===== config.mk =====
export PLATFORM = sky130hd
export DESIGN_NAME = cbus_arbiter
export DESIGN_NICKNAME = d
export VERILOG_FILES = /design/src/rtl/cbus_arbiter.sv
export SDC_FILE = /design/constraint.sdc
export NUM_CORES = 1
export LEC_CHECK = 0
export CAP_MARGIN = 15
export CORE_AREA = 5 5 252 254
export CTS_CLUSTER_DIAMETER = 120
export CTS_CLUSTER_SIZE = 20
export DETAILED_ROUTE_END_ITERATION = 8
export DIE_AREA = 0 0 257 259
export PLACE_DENSITY = 0.34
export SLEW_MARGIN = 15
export SYNTH_ARGS = -nofsm -noshare
export SYNTH_HDL_FRONTEND = slang
export SYNTH_SLANG_ARGS = --single-unit
export TNS_END_PERCENT = 5

===== constraint.sdc =====
create_clock -name clk -period 3.6 [get_ports clk]
set_input_delay 0.72 -clock clk [delete_from_list [all_inputs] [get_ports clk]]
set_output_delay 0.72 -clock clk [all_outputs]
set_load 0.02 [all_outputs]

===== src/rtl/cbus_arbiter.sv =====
// rtl/cbus_arbiter.sv - round-robin burst arbiter sharing one cbus between cache masters
// Grants whole bursts; never interleaves beats of different masters.

package common;

  typedef enum logic [7:0] {
    MLEN1  = 8'd0,
    MLEN2  = 8'd1,
    MLEN4  = 8'd3,
    MLEN8  = 8'd7,
    MLEN16 = 8'd15
  } mlen_t;

  typedef enum logic [1:0] {
    AXI_BURST_FIXED    = 2'd0,
    AXI_BURST_INCR     = 2'd1,
    AXI_BURST_WRAP     = 2'd2,
    AXI_BURST_RESERVED = 2'd3
  } axi_burst_type_t;

  typedef struct packed {
    logic            valid;
    logic            is_write;
    logic [2:0]      size;
    logic [63:0]     addr;
    logic [7:0]      strobe;
    logic [63:0]     data;
    mlen_t           len;
    axi_burst_type_t burst;
  } cbus_req_t;

  typedef struct packed {
    logic        ready;
    logic        last;
    logic [63:0] data;
  } cbus_resp_t;

endpackage

module cbus_arbiter #(
  parameter int unsigned NUM_REQ = 2
) (
  input  logic              clk,
  input  logic              resetn,
  input  common::cbus_req_t  ireqs  [NUM_REQ],
  output common::cbus_resp_t oresps [NUM_REQ],
  output common::cbus_req_t  oreq,
  input  common::cbus_resp_t iresp
);

  localparam int unsigned IDX_W = (NUM_REQ > 1) ? $clog2(NUM_REQ) : 1;

  typedef enum logic {
    IDLE = 1'b0,
    BUSY = 1'b1
  } state_t;

  state_t           state_q, state_d;
  logic [IDX_W-1:0] sel_q, sel_d;
  logic [IDX_W-1:0] ptr_q, ptr_d;

  logic             found;
  logic [IDX_W-1:0] found_idx;
  logic             burst_done;

  function automatic logic [IDX_W-1:0] wrap_add(input logic [IDX_W-1:0] base, input int offs);
    int s;
    s = int'(base) + offs;
    if (s >= int'(NUM_REQ)) s = s - int'(NUM_REQ);
    return IDX_W'(s);
  endfunction

  // Scan from the highest offset down so the candidate closest to ptr wins.
  always_comb begin
    found     = 1'b0;
    found_idx = ptr_q;
    for (int k = int'(NUM_REQ) - 1; k >= 0; k--) begin
      if (ireqs[wrap_add(ptr_q, k)].valid) begin
        found     = 1'b1;
        found_idx = wrap_add(ptr_q, k);
      end
    end
  end

  assign burst_done = iresp.ready && iresp.last;

  always_comb begin
    state_d = state_q;
    sel_d   = sel_q;
    ptr_d   = ptr_q;
    unique case (state_q)
      IDLE: begin
        if (found) begin
          sel_d   = found_idx;
          state_d = BUSY;
        end
      end
      BUSY: begin
        if (burst_done) begin
          state_d = IDLE;
          ptr_d   = wrap_add(sel_q, 1);
        end
      end
      default: state_d = IDLE;
    endcase
  end

  // Routing is purely combinational so per-beat data/strobe reach the bridge same cycle.
  always_comb begin
    oreq = '0;
    for (int i = 0; i < int'(NUM_REQ); i++) begin
      oresps[i] = '0;
    end
    if (state_q == BUSY) begin
      oreq          = ireqs[sel_q];
      oresps[sel_q] = iresp;
    end
  end

  always_ff @(posedge clk) begin
    if (!resetn) begin
      state_q <= IDLE;
      sel_q   <= '0;
      ptr_q   <= '0;
    end else begin
      state_q <= state_d;
      sel_q   <= sel_d;
      ptr_q   <= ptr_d;
    end
  end

`ifndef SYNTHESIS
  // Granted master must keep valid asserted until its burst completes.
  granted_valid_held: assert property (
    @(posedge clk) disable iff (!resetn) (state_q == BUSY) |-> ireqs[sel_q].valid
  );
`endif

endmodule


After elaboration in Yosys (flattened, before gate mapping)

Index checks and enable logic that the tools add are counted.

Div/mod/pow operators: 0
Bitwise gates (word level): 5
Muxes and demuxes: 23
Reduce and logical (&&, ||, !) cells: 4
$mul: 0
Shifts and indexed selects: 0
Equal/unequal tests: 0
Add/subtract/negate cells: 5
Order comparisons: 7

Operators with widths:

| kind                                                              | number |
|---|---|
| 2-to-1 mux 151 bit                                                | 10 |
| bitwise AND 132 bit                                               | 1 |
| 2-to-1 mux 132 bit                                                | 1 |
| demux 66 bit (select 1 bit)                                       | 1 |
| 2-to-1 mux 66 bit                                                 | 1 |
| greater-or-equal comparator 2 bit, second input constant          | 5 |
| 2-to-1 mux 1 bit                                                  | 9 |
| inverter 1 -> 2 bit                                               | 3 |
| adder 1 x 1 -> 2 bit, second input constant                       | 2 |
| AND reduction 2 bit                                               | 2 |
| subtractor 1 bit, second input constant                           | 3 |
| greater-or-equal comparator 1 x 2 -> 1 bit, second input constant | 1 |
| logical AND 1 bit                                                 | 2 |
| less-than comparator 2 x 1 -> 1 bit, second input constant        | 1 |
| case mux 1 bit (2 select lines)                                   | 1 |
| inverter 1 bit                                                    | 1 |

Latch bits: 0
Memories kept: 0
Word-level logic and storage cells: 47
Bits of input ports: 370
Flip-flop bits (word level): 3
Output and inout port bits: 283
Memory bits (writable): 0
Bits in read-only memories: 0

Logic depth before layout (Yosys ltp)

Gate-level depths: netlist of run 1.

Depth in word-level cells: 11
Gate-level depth with buffers: 5
Gate-level depth less buffers: 3

Worst setup path before layout of run 1

No wires, ideal clock.

Kind: reg-to-output
Start: reg state_q
End: out oreq[100] (netlist bit)
Data arrival time: 1112 ps
Data required time: 2880 ps
Stages on the path, launching flop included: 6
Slack: 1768 ps
Path buffers: 3
Cells stage by stage: dfxtp_1 > buf_4 > inv_2 > buf_2 > buf_4 > nor2_1

RTL lines:

| what                     | line | source |
|---|---|---|
| start: declaration       | 58   | `state_t state_q, state_d;` |
| start signal: assignment | 126  | `state_q <= state_d;` |
| end: declaration         | 47   | `output common::cbus_req_t oreq,` |

==> impl_metrics.yaml, run 1 <==
synthesis:
  synthMuxAreaShare: 0.444
  avgSynthCellArea_um2: 6.68
  synthFlopType: "dfxtp_1"
  synth-adder-area-share: 0
  ys_types: 16
  synth_top_cell_by_area: "mux2i_1"
  ys_seq_elements: 3
  synth-xor-area-share: 0
  synth-async-reset-ratio: 0
  yosysWarningCount: 0
  synth-edff-count: 0
  yosysSeqAreaShare: 0.0176
  synth_top_family_by_area: "multiplexers"
  netlist_area_mm2: 0.00341
  yosys.area.top_type_share: 0.444
  netlist_instances: 510
  synth-compound-area-share: 0.0118
  yosys-top-cells-area: "mux2i_1, and3_1, nor2_1, buf_4, clkbuf_1"
  yosys.area_share.simple: 0.410
  syn-num-nets: 880
finish:
  drive_gt1_frac: 0.0365
  nets: 1495
  final_common_cell: "clkdlybuf4s50_1"
  area_growth_pct: 223
  most-common-layout-cells: "clkdlybuf4s50_1, mux2i_1, nor2_1"
clock_network:
  cts-resized-gates: 0
  cts.reportedPaths.clkPinSlew_ps: 30
  cts.path.max_buffers: 2
  cts_hold_buf: 0
  numCtsBuffers: 3
  cts.sink_count: 3
  htree_levels: 1
  ctsRootBufferMaster: "clkbuf_16"
  cts_tree: "yes"
  post_cts_buffers: 0
  worstSkewPairLatency_ps: 220
grt:
  grt_usage: 0.0965
  grt_pass1_wl_mm: 48.1
  grt-ovfl-total: 0
  grt_max_degree: 136
  first_global_vias: 6388
  antenna_found_initial: 1
timing:
  setup_viol: 0
  tightest_slew_ps: 530
  fin_crit_sh: 0.862
  clock_skew_ps: 3.34
  fin_ws_ps: 495
  rsz0062_at_grt: "false"
  relSlewSlack: 0.646
  max_freq_mhz: 322
  drv_slew: 0
  fin_tns_setup_ps: 0
  hold_viol_final: 0
  fin_crit_ps: 3100
placed_design:
  dp_slack_ps: 522
  port_buffers: 652
  gp_congestion: 0.766
  dp_hpwl_mm: 31.1
drt:
  first_pass_iters: 6
  postRouteAntennaNets: 0
  wl_per_cell_um: 18.5
  drt-initial-drc-count: 212
  drc: 0
  vias: 6125
  wirelength_mm: 35.5
  viasPerCell: 3.20
worst_setup_path:
  required_ps: 2880
  slowest_delay_ps: 680
  arrival_ps: 2380
  crit_path_top_delay_cell: "clkdlybuf4s50_1"
  crit_buf_inv: 2
  start_kind: "flop"
  crit_chain: "buf_12 -> mux2i_1 -> nor2_1 -> clkdlybuf4s50_1"
  crit_fanout: 53
  cp-end-kind: "output pin"
  path_class: "reg -> out"
  cp_top_family: "buffers and inverters"
power:
  p_leak_nw: 4.17
  p_per_area_mw_per_mm2: 160
  ir_drop_uv: 96.7
run_status:
  status: "finished clean"
floorplanning:
  die_height_um: 259
  die_x_um: 257
  start_util: 0.0558
  core_area_mm2: 0.0610
  row_count: 91
  ios: 653
  die-area_mm2: 0.0666
job:
  maxCapViolations: 0
worst_hold_path:
  hold_path.class: "reg -> reg"
## worst register-to-register path: cells and delay by family, from the launching register on
family / cells / cell delay (ps)
AOI/OAI and AO/OA: 2 / 250
buffers and inverters: 1 / 320
DFF: 1 / 410
and+or+nand+nor: 1 / 310
## where the power goes
| group | total, mW | internal [mW] | switching (mW) | leakage [nW] |
|---|---|---|---|---|
| logic | 1.54 | 0.846 | 0.695 | 4.11 |
| clock network | 0.176 | 0.146 | 0.0297 | 0.0382 |
| registers | 0.0460 | 0.0358 | 0.0102 | 0.0256 |
## synth_stat cells, types with 2 or more instances
cell type,instances
and3_1,132
dfxtp_1,3
mux2i_1,151
buf_2,2
clkbuf_1,30
buf_4,21
inv_1,3
buf_6,9
o21ai_0,2
nor2_1,151
## cell families after synthesis
group | after synthesis
flip-flops | 3
AND/OR/NAND/NOR | 284
buffers and inverters | 66
multiplexers | 151
AO/OA/AOI/OAI | 6
## final cells by class
| type | count | area [µm²] |
|---|---|---|
| Antenna cell | 1 | 2.50 |
| Tap cell | 790 | 988 |
| Timing Repair Buffer | 672 | 6900 |
| Multi-Input combinational cell | 441 | 2950 |
| Clock buffer | 4 | 78.8 |
| Fill cell | 6916 | 50000 |
| Inverter | 4 | 17.5 |
| Sequential cell | 3 | 65.1 |
## registers in the layout, summed over array words and instances (netlist names)
signal and cells:
ptr_q 1, sel_q 1, state_q 1
## stage by stage
step	instances	hold WS, ps	util	cell area [µm²]	power [mW]
floorplan	510	423	-	3410	0.643
global placement	1910	436	0.179	10900	1.63
detailed placement	1910	454	0.179	10900	1.62
CTS	1914	463	0.180	11000	1.80
global route	1914	474	0.180	11000	1.87
finish	1915	458	0.180	11000	1.76
## per-layer routing
metal / part of all wire / vias to the layer above / global-route usage
met5: 0 / - / 0
met4: 0.0067 / 0 / 0.00939
met3: 0.089 / 6 / 0.0327
met2: 0.53 / 389 / 0.188
met1: 0.38 / 2738 / 0.104
li1: - / 2992 / -
## worst paths after layout
kind,startpoint,endpoint,slack [ps],cells past startpoint
worst min register to register,ptr_q,ptr_q,460,2
worst min-delay path,ptr_q,ptr_q,460,2
worst max register to register,state_q,ptr_q,2180,4
worst max-delay path,sel_q,oreq[3],500,4
(Power assumes the default switching activity.)
==> run 2, diff against run 1 <==
--- a/config.mk
+++ b/config.mk
@@ -12,6 +12,7 @@
 export DETAILED_ROUTE_END_ITERATION = 8
 export DIE_AREA = 0 0 257 259
 export PLACE_DENSITY = 0.34
+export SETUP_SLACK_MARGIN = 0.3
 export SLEW_MARGIN = 15
 export SYNTH_ARGS = -nofsm -noshare
 export SYNTH_HDL_FRONTEND = slang
==> results of run 2 <==
Same layout as run 1: the final DEF is identical, and so are final timing and power.
